File: src/rtl/wave_switch_ctrl.sv
// wave_switch_ctrl: click-free waveform select sequencer.
// Fades the output gain to zero, waits for a phase wrap (or timeout),
// switches wave_select, then fades the gain back to full scale.
module wave_switch_ctrl #(
  parameter int GAIN_W  = 8,
  parameter int STEP    = 8,
  parameter int TIMEOUT = 1024
) (
  input  logic              clk,
  input  logic              rst_n,
  input  logic              sample_tick,
  input  logic              phase_wrap,
  input  logic              req_valid,
  input  logic [2:0]        req_sel,
  output logic              req_ready,
  output logic [2:0]        wave_select,
  output logic [GAIN_W-1:0] gain,
  output logic              busy,
  output logic              err_invalid
);

  localparam logic [GAIN_W-1:0] FULL   = '1;
  localparam logic [GAIN_W:0]   STEP_W = (GAIN_W+1)'(STEP);
  localparam logic [16:0]       TMO    = 17'(TIMEOUT);

  typedef enum logic [1:0] {IDLE, FADE_OUT, WAIT_WRAP, FADE_IN} state_t;

  state_t      state;
  logic [15:0] tmo_cnt;
  logic [2:0]  pend_sel;

  // Widened sums so neither the fade-in add nor the counter increment wraps.
  logic [GAIN_W:0] gain_up;
  logic [16:0]     cnt_nxt;
  assign gain_up = {1'b0, gain} + STEP_W;
  assign cnt_nxt = {1'b0, tmo_cnt} + 17'd1;

  // Handshake and status are pure decodes of the state.
  assign req_ready = (state == IDLE);
  assign busy      = (state != IDLE);

  // Sequencer: all registered outputs and state update here.
  always_ff @(posedge clk or negedge rst_n) begin
    if (!rst_n) begin
      state       <= IDLE;
      wave_select <= 3'd0;
      gain        <= FULL;
      err_invalid <= 1'b0;
      tmo_cnt     <= 16'd0;
      pend_sel    <= 3'd0;
    end else begin
      err_invalid <= 1'b0;
      case (state)
        IDLE: begin
          if (req_valid) begin
            if (req_sel > 3'd5) begin
              err_invalid <= 1'b1;
            end else if (req_sel != wave_select) begin
              pend_sel <= req_sel;
              state    <= FADE_OUT;
            end
          end
        end
        FADE_OUT: begin
          // phase_wrap is deliberately ignored here, even on the last step.
          if (sample_tick) begin
            if ({1'b0, gain} > STEP_W) begin
              gain <= gain - STEP_W[GAIN_W-1:0];
            end else begin
              gain    <= '0;
              tmo_cnt <= 16'd0;
              state   <= WAIT_WRAP;
            end
          end
        end
        WAIT_WRAP: begin
          // Wrap and timeout together still yield a single switch.
          if (phase_wrap || (sample_tick && cnt_nxt == TMO)) begin
            wave_select <= pend_sel;
            state       <= FADE_IN;
          end else if (sample_tick) begin
            tmo_cnt <= cnt_nxt[15:0];
          end
        end
        FADE_IN: begin
          if (sample_tick) begin
            if (gain_up >= {1'b0, FULL}) begin
              gain  <= FULL;
              state <= IDLE;
            end else begin
              gain <= gain_up[GAIN_W-1:0];
            end
          end
        end
        default: state <= IDLE;
      endcase
    end
  end

endmodule

File: config.mk
export PLATFORM = sky130hd
export DESIGN_NAME = wave_switch_ctrl
export DESIGN_NICKNAME = d
export VERILOG_FILES = /design/src/rtl/wave_switch_ctrl.sv
export SDC_FILE = /design/constraint.sdc
export NUM_CORES = 1
export LEC_CHECK = 0
export CORE_ASPECT_RATIO = 0.9
export CORE_MARGIN = 5
export CORE_UTILIZATION = 50
export CTS_CLUSTER_DIAMETER = 50
export CTS_CLUSTER_SIZE = 30
export DETAILED_ROUTE_END_ITERATION = 8
export HOLD_SLACK_MARGIN = 0.02
export PLACE_DENSITY = 0.68
export SLEW_MARGIN = 40
export SYNTH_ARGS = -nofsm -noshare
export SYNTH_HDL_FRONTEND = slang
export SYNTH_SLANG_ARGS = --single-unit
File: constraint.sdc
create_clock -name clk -period 4.6 [get_ports clk]
set_input_delay 0.69 -clock clk [delete_from_list [all_inputs] [get_ports clk]]
set_output_delay 0.69 -clock clk [all_outputs]
set_load 0.01 [all_outputs]
==> impl_metrics.yaml <==
outcome:
  status: "finished, final reports clean"
yosys:
  syn_nets: 288
  synth_top_area_frac: 0.2694
  ys_warn_count: 0
  ys_types: 58
  synth.most_common_cell: "nand2_1"
  yosysTopAreaCell: "dfrtp_1"
  netlist_top_cells_count: "nand2_1, dfrtp_1, nand3_1, o21ai_0, inv_1"
  syn_inst: 272
  postSynthAreaPerCell_sq_um: 8.538
  yosysSeqAreaShare: 0.3373
  async_flop_share: 1.000
  ys_ff_latch: 31
  ys.flop_type: "dfrtp_1"
  yosys-top-cells-area: "dfrtp_1, dfstp_2, nand2_1, ha_1, nand3_1"
  synth-edff-count: 0
  synth_area_sq_um: 2322
final_layout:
  fin_area_sq_um: 2634
  fin_nets: 300
  drive_gt1_frac: 0.1123
  syn_to_final_growth_pct: 13.42
  n_antenna_cell: 0
  fillerInstances: 411
  post-route-util: 0.5867
clocking:
  clkSinkCount: 31
  cts_buffer_depth: 2
  htree_levels: 2
  clk_root_buffer_cell: "clkbuf_8"
  clkTransAtPathRegs_ns: 0.07
  hold_buffers: 0
  cts_resized: 0
  cts_made_buffers: 5
  post_cts_buffers: 0
  clk_latency_ns: 0.29
  cts_tree: "built"
power:
  vdd_drop_max_uv: 412.4
  power_density_nw_per_um2: 547.6
  p_leak_nw: 1.041
  p_total_mw: 1.442
sta:
  rsz0062_at_grt: "no"
  maxSlewHeadroom: 0.5862
  max_slew.worst_pin.slew_ns: 0.6188
  drv_slew: 0
  timing.final.hold_violations: 0
  tns_ns: 0
  setup_viol: 0
  finClkSkew_ns: 0.005511
  fmax_mhz: 312.3
  period_share: 0.6961
  fin_crit_ns: 3.202
floorplan:
  die_w_um: 81.84
  start_util: 0.5173
  io_pins: 22
  die_h_um: 74.65
  coreArea_sq_um: 4489
  rows: 23
  die_area_sq_um: 6109
drt:
  finalWirelength_um: 5319
  wire_per_inst_um: 15.33
  drc: 0
  ant_nets: 0
  drtIter0Drc: 220
  dr.pass1.iters: 4
  route.vias.total: 2073
  avgViaCountPerCell: 5.974
worst_setup_path:
  cp_slowest_cell: "a2111oi_2"
  path_buf_inv: 0
  cp_data_arrival_time_ns: 3.38
  critPathCaptureType: "flip-flop"
  cpLargestDelayFamily: "compound AO/OA/AOI/OAI gates"
  required_ns: 4.78
  worstSetupStartpointType: "flip-flop"
  path_cells: "nand4_1 -> nor4_1 -> nand3_1 -> a2111oi_2 -> a21oi_2 -> a211oi_2 -> mux2_1"
  cp_slowest_stage_delay_ns: 0.62
  path_class: "flip-flop to flip-flop"
  critPathMaxFanout: 12
global_route:
  antenna_found_initial: 0
  gr-usage-all-layers: 0.1994
  grt_pass1_wl_um: 9404
  grt_overflow_total: 0
  grt_start_max_net_pins: 37
  grt_pass1_vias: 1882
place:
  dp_hpwl_um: 3674
  gp_congestion: 0.8772
  placed_area_sq_um: 2545
  portBuffers: 21
job:
  max_cap_viol_count: 0
min_path:
  hold_path.class: "flip-flop to flip-flop"
## per-layer routing
layer  global-route usage  wire (um)  vias to the layer above
li1                     -          -                     1031
met5                    0          0                        -
met2               0.2843       2268                       56
met4              0.07565         96                        0
met3              0.04904        329                       11
met1               0.2912       2625                      975
## power by group
group,internal (mW),total [mW],switching (mW)
combinational,0.342,0.715,0.373
clock,0.105,0.221,0.116
sequential,0.381,0.506,0.125
## logic make-up after synthesis
group | after synthesis | synth area share
compound gates | 68 | 0.2193
flops | 31 | 0.3373
buf+inv | 33 | 0.06196
xor+xnor | 8 | 0.03017
fa+ha+maj | 9 | 0.04742
mux | 7 | 0.03394
simple gates | 116 | 0.2699
## state kept, by name, indices dropped and copies added, names as in the netlist
register / cells
err_invalid: 1
wave_select: 3
state: 2
gain: 6
pend_sel: 3
tmo_cnt: 16
## path summary, 6_finish.rpt
| check | from | endpoint | slack [ns] | depth (start not counted) |
|---|---|---|---|---|
| worst max-delay path | tmo_cnt[3]$_DFFE_PN0P_ | state[1]$_DFFE_PN0P_ | 1.40 | 7 |
| worst min-delay path | pend_sel[0]$_DFFE_PN0P_ | wave_select[0]$_DFFE_PN0P_ | 0.51 | 1 |
| worst max register to register | tmo_cnt[3]$_DFFE_PN0P_ | state[1]$_DFFE_PN0P_ | 1.40 | 7 |
| worst min register to register | pend_sel[0]$_DFFE_PN0P_ | wave_select[0]$_DFFE_PN0P_ | 0.51 | 1 |
| max in group asynchronous | rst_n | gain[3]$_DFFE_PN1P_ | 3.48 | 2 |
| min in group asynchronous | rst_n | pend_sel[2]$_DFFE_PN0P_ | 0.78 | 2 |
## layout make-up
class | count | area (sq um) | share of cell area
Clock inverter | 3 | 20.02 | 0.007601
Sequential cell | 31 | 783.3 | 0.2974
Timing Repair Buffer | 25 | 240.2 | 0.09121
Multi-Input combinational cell | 208 | 1395 | 0.5297
Clock buffer | 5 | 68.82 | 0.02613
Inverter | 13 | 48.80 | 0.01853
Tap cell | 62 | 77.57 | 0.02945
## worst reg2reg max path, delay by kind of cell (launching register included)
family / cells / cell delay (ns)
AND/OR/NAND/NOR: 3 / 1.04
flip-flops: 1 / 0.51
AO/OA/AOI/OAI: 3 / 1.21
multiplexers: 1 / 0.34
## layout by cell type, fill, tap and decap left out, types with 4 or more instances in the layout
cell type,count
nand2_1,30
dfrtp_1,25
clkdlybuf4s50_1,21
o21ai_0,17
nand3_1,17
inv_1,13
nor2_1,12
nand4_1,10
nor4_1,8
ha_1,8
nor3_1,7
o211ai_1,7
nor3b_1,6
a21oi_1,6
dfstp_2,6
a21o_1,5
xnor2_1,5
a211o_1,5
mux2_2,5
clkbuf_8,5
nand2b_1,4
nor2b_1,4
buf_4,4
## through the flow
step | cells | setup slack, ns | hold WS, ns
floorplan | 272 | 2.038 | 0.3944
global placement | 339 | 1.446 | 0.4743
detailed placement | 339 | 1.381 | 0.4848
CTS | 347 | 1.429 | 0.5053
global route | 347 | 1.045 | 0.5288
finish | 347 | 1.398 | 0.5050
Power figures use the tool's default switching activity.
==> edit 1 (same flow settings) <==
Make the reset (`rst_n`) synchronous in one clocked block.
--- a/src/rtl/wave_switch_ctrl.sv
+++ b/src/rtl/wave_switch_ctrl.sv
@@ -40,7 +40,7 @@
   assign busy      = (state != IDLE);
 
   // Sequencer: all registered outputs and state update here.
-  always_ff @(posedge clk or negedge rst_n) begin
+  always_ff @(posedge clk) begin
     if (!rst_n) begin
       state       <= IDLE;
       wave_select <= 3'd0;
Function: differs if rst_n is asserted again (counterexample within 4 cycles, from zero or initial values and one cycle with rst_n low); with rst_n held inactive, the same outputs for 10 cycles.
==> edit 1 against the unedited design <==
Count of clock-buffer cells in the layout up 3; sequential cell count unchanged; final cell count down 10%; clock skew down 2.2 ps; area after synthesis down 9.5%; final area down 10%; worst setup slack better by 500 ps; wire length down 15%.
Power is not compared: it rests on default switching activity, and its combinational part moved more than twofold at a synthesized area within 25%.
==> edit 1: results (changes against the unedited design) <==
** Synth
- The fraction of post-synthesis cell area in the top cell type by area is 29.52% (was 26.94%).
- Post-synthesis cell type count :: 61 (was 58)
- The predominant post-synthesis flop cell is dfxtp_1 (was dfrtp_1).
- Top cells by instance count after synthesis :: dfxtp_1 (31), nand2_1 (27), nor2_1 (22), nor3_1 (16), a221o_1 (14) (was nand2_1 (30), dfrtp_1 (25), nand3_1 (17), o21ai_0 (17), inv_1 (13))
- Fraction of registers with async set/reset :: 0% (was 100.0%)
- The post-synth net total was 265 (was 288).
- The mapped cell area came to 0.002102 mm² (was 0.002322 mm²).
- Share of synthesized area occupied by flip-flops and latches :: 29.52% (was 33.73%)
- The number of warnings issued by yosys came to 0 (unchanged).
- Biggest area contributors in the synthesized netlist :: dfxtp_1 (30%), a221o_1 (6.7%), nand2_1 (4.8%), ha_1 (4.8%), nor2_1 (3.9%) (was dfrtp_1 (27%), dfstp_2 (6.8%), nand2_1 (4.8%), ha_1 (4.3%), nand3_1 (3.7%))

** Final layout
- Regs by FF count :: tmo_cnt x16, gain x6 (unchanged)
- The share of final-layout standard cells stronger than drive strength 1 came to 9.506% (was 11.23%).
- Number of diodes :: 0 (unchanged)
- The net count reported at finish was 278 (was 300).

** CTS
- Source-to-sink clock delay at the later pin of the worst-skew pair :: 280 ps
- The clock tree buffer depth came to 2 (unchanged).
- The total clock buffers created by CTS was 5 (unchanged).

** Place
- Last weighted congestion value of the routability-driven placer :: 0.8406 (was 0.8772)
- The post-detailed-placement half-perimeter wirelength is 3.134 mm (was 3.674 mm).

** Routing
- Initial drt markers :: 125 (was 220)
- Drt total wl :: 4.522 mm (was 5.319 mm)
- The count of vias placed by the detailed router is 1830 (was 2073).

** Global routing
- Largest net degree at the start of global routing :: 17 (was 37)
- Global routing usage summed across all routing layers :: 17.23% (was 19.94%)
- The global-route wire length before repair was 7.741 mm (was 9.404 mm).
- Number of global-route vias before repair :: 1663 (was 1882)

** STA
- The relative max-transition margin was 57.30% (was 58.62%).
- The setup TNS is 0 ps (unchanged).
- Worst setup skew after layout :: 3.340 ps (was 5.511 ps)

** Setup path
- The register-to-register setup slack is 1900 ps (was 1400 ps).
- The critical path's slowest cell was a2111oi_4 (was a2111oi_2).
- Worst path arrival time :: 2880 ps (was 3380 ps)
- The category of cells accounting for the largest share of critical-path delay was compound AO/OA/AOI/OAI gates (unchanged).
- Top fanout value on the critical path :: 16 (was 12)
- Worst path max stage delay :: 580 ps (was 620 ps)

** Pwr
- The worst-case IR drop observed on VDD is 0.2129 mV.

** Run status
- Status :: finished, final reports clean (unchanged)

** Min path
- The path class of the lowest-slack min-delay path is flip-flop to flip-flop (unchanged).
==> edit 1: cell count changes after synthesis, moves of 7 or more <==
cell      unedited run  this run
dfrtp_1             25         0
a221o_1              0        14
dfxtp_1              0        31
mux2i_1              0         8
nor2_1              12        22
clkbuf_1            11         4
nor3_1               7        16
==> edit 1: final cells by class <==
class                      instances  area [µm²]
clock buffer                       8       100.1
multi-input combinational        190        1314
timing repair buffer              22       221.5
inverter                          12       45.04
sequential                        31       620.6
fill                             385        1713
tap                               48       60.06
==> edit 1: cell families (layout without fill, tap and decap cells) <==
logic type	Yosys count	in the layout	share of synthesized area [%]
XOR/XNOR	7	7	2.917
flip-flops	31	31	29.52
multiplexers	10	10	5.000
AND/OR/NAND/NOR	108	108	27.03
buffers and inverters	28	42	7.975
AO/OA/AOI/OAI	57	57	22.80
adder cells (fa/ha/maj)	8	8	4.762
==> edit 1: worst paths after layout <==
kind                     from              to  cells after the start
hold reg to reg   pend_sel[1]  wave_select[1]                      2
hold / removal    pend_sel[1]  wave_select[1]                      2
setup / recovery  sample_tick      tmo_cnt[4]                      7
setup reg to reg   tmo_cnt[1]      tmo_cnt[4]                      8
==> edit 1: per-layer routing <==
metal | up-vias | share of wire (%) | global-route usage, %
li1 | 954 | - | -
met5 | - | 0 | 0
met4 | 0 | 0.88 | 5.049
met1 | 837 | 53 | 24.17
met3 | 4 | 4.1 | 4.774
met2 | 35 | 42 | 25.86
==> edit 1: through the flow <==
step / instances / cell area [µm²] / worst slack [ps] / total power, W / hold slack [ps]
2_1_floorplan: 249 / 2102 / 2282 / 0.0005796 / 437.7
3_3_place_gp: 302 / 2250 / 1420 / 0.0006870 / 450.9
3_5_place_dp: 303 / 2261 / 1575 / 0.0006904 / 463.1
4_1_cts: 311 / 2361 / 1869 / 0.0009326 / 468.9
5_1_grt: 311 / 2361 / 1689 / 0.0009865 / 504.1
6_report: 311 / 2361 / 1893 / 0.0009245 / 466.8
==> edit 1: power by group through the flow <==
| stage | sequential (W) | combinational [W] | clock [W] |
|---|---|---|---|
| 2_1_floorplan | 0.000329 | 0.000250 | 0 |
| 3_3_place_gp | 0.000338 | 0.000349 | 0 |
| 3_5_place_dp | 0.000339 | 0.000351 | 0 |
| 4_1_cts | 0.000334 | 0.000352 | 0.000247 |
| 5_1_grt | 0.000340 | 0.000387 | 0.000260 |
| 6_report | 0.000335 | 0.000349 | 0.000241 |
==> edit 1: tightest hold or removal path: stages (launching register included) <==
cell	delay, ps
dfxtp_1	310
nand2_1	50
mux2i_1	50
==> edit 2 (same flow settings) <==
Made on the original files. `TIMEOUT`: 1024 -> 512.
--- a/src/rtl/wave_switch_ctrl.sv
+++ b/src/rtl/wave_switch_ctrl.sv
@@ -4,7 +4,7 @@
 module wave_switch_ctrl #(
   parameter int GAIN_W  = 8,
   parameter int STEP    = 8,
-  parameter int TIMEOUT = 1024
+  parameter int TIMEOUT = 512
 ) (
   input  logic              clk,
   input  logic              rst_n,
Check against the original RTL: no difference found for any inputs over 10 cycles, from zero or initial values and one cycle with rst_n low; that may be too few to reach the edited logic, so the function may still have changed.
==> edit 2 against the unedited design <==
Sequential cell count stayed put; power grew 4.2%; die area shrank 3.8%; wire length fell by 6.1%; final area decreased by 3.1%; critical endpoint unchanged; worst setup slack better by 420 ps; area after synthesis decreased by 4.3%; highest routed layer unchanged.
==> edit 2: results (changes against the unedited design) <==
** Global routing
- Global routing usage summed across all routing layers :: 18.50% (was 19.94%)
- The via count of the first global-routing pass was 1731 (was 1882).

** Routing
- The number of vias per cell was 5.812 (was 5.974).
- Total routed wire length on the met1 layer :: 2.461 mm (was 2.625 mm)
- The DRC violation total after the first TritonRoute iteration was 109 (was 220).

** Synth
- Biggest area contributors in the synthesized netlist :: dfrtp_1 (28%), dfstp_2 (7.1%), nand2_1 (5.4%), ha_1 (4.5%), nand3_1 (3.8%) (was dfrtp_1 (27%), dfstp_2 (6.8%), nand2_1 (4.8%), ha_1 (4.3%), nand3_1 (3.7%))
- The post-synthesis compound-gate area fraction came to 21.40% (was 21.93%).
- Portion of netlist area occupied by mux cells :: 4.448% (was 3.394%)
- Top cells by instance count after synthesis: nand2_1 (32), dfrtp_1 (25), nand3_1 (17), nor2_1 (16), o21ai_0 (15) (was nand2_1 (30), dfrtp_1 (25), nand3_1 (17), o21ai_0 (17), inv_1 (13)).
- The adder-cell share of the synthesized area is 4.955% (was 4.741%).
- The unique cell type count in the Yosys netlist came to 61 (was 58).

** Pwr
- The power consumed by the clock network is 0.000229 W (was 0.000221 W).
- Cell internal pwr :: 0.0008458 W (was 0.0008278 W)
- Static Leak :: 1.005 nW (was 1.041 nW)
- The maximum ir drop on the vdd rail came to 0.3829 mV (was 0.4124 mV).
- Sequential group power :: 0.000566 W (was 0.000506 W)

** Final layout
- Filler cell count :: 397 (was 411)
- The number of standard cells in the final layout excluding fillers was 330 (was 347).
- The share of final-layout standard cells stronger than drive strength 1 is 12.31% (was 11.23%).
- Nets :: 283 (was 300)

** Setup path
- The critical path's slowest cell was dfrtp_1 (was a2111oi_2).
- The longest individual stage delay on the worst path is 430 ps (was 620 ps).

** Run status
- Status: finished, final reports clean (unchanged).

** Place
- Last weighted congestion value of the routability-driven placer :: 0.8604 (was 0.8772)
- Minimum setup slack after placement :: 1532 ps (was 1381 ps)

** STA
- The relative max-transition margin is 61.48% (was 58.62%).
edit 2: changes by cell type after synthesis, moves of 3 or more:
cell	unedited run	this run
nor3b_1	6	1
a32o_1	1	7
a211o_1	5	1
nor4b_1	0	3
nand4_1	10	2
nor4_1	8	1
clkbuf_1	11	7
nor2_1	12	16
o31ai_1	1	6
a21o_1	5	2
edit 2: worst max-delay path by stage:
stage	slack, ps	startpoint	to
final	1810	tmo_cnt[0]	state[1]
after global routing	1610	tmo_cnt[0]	state[1]
after CTS	1740	gain[6]	tmo_cnt[10]
after detailed placement	1530	sample_tick	tmo_cnt[10]
after global placement	1600	sample_tick	tmo_cnt[10]
after floorplan	2140	gain[3]	state[1]
edit 2: layout make-up:
class / instances / area share [%]
well taps: 62 / 3.041
repair buffers: 23 / 8.828
clock buffers: 5 / 2.697
multi-input cells: 194 / 51.99
clock inverters: 3 / 0.9809
flip-flops and latches: 31 / 30.70
inverters: 12 / 1.766
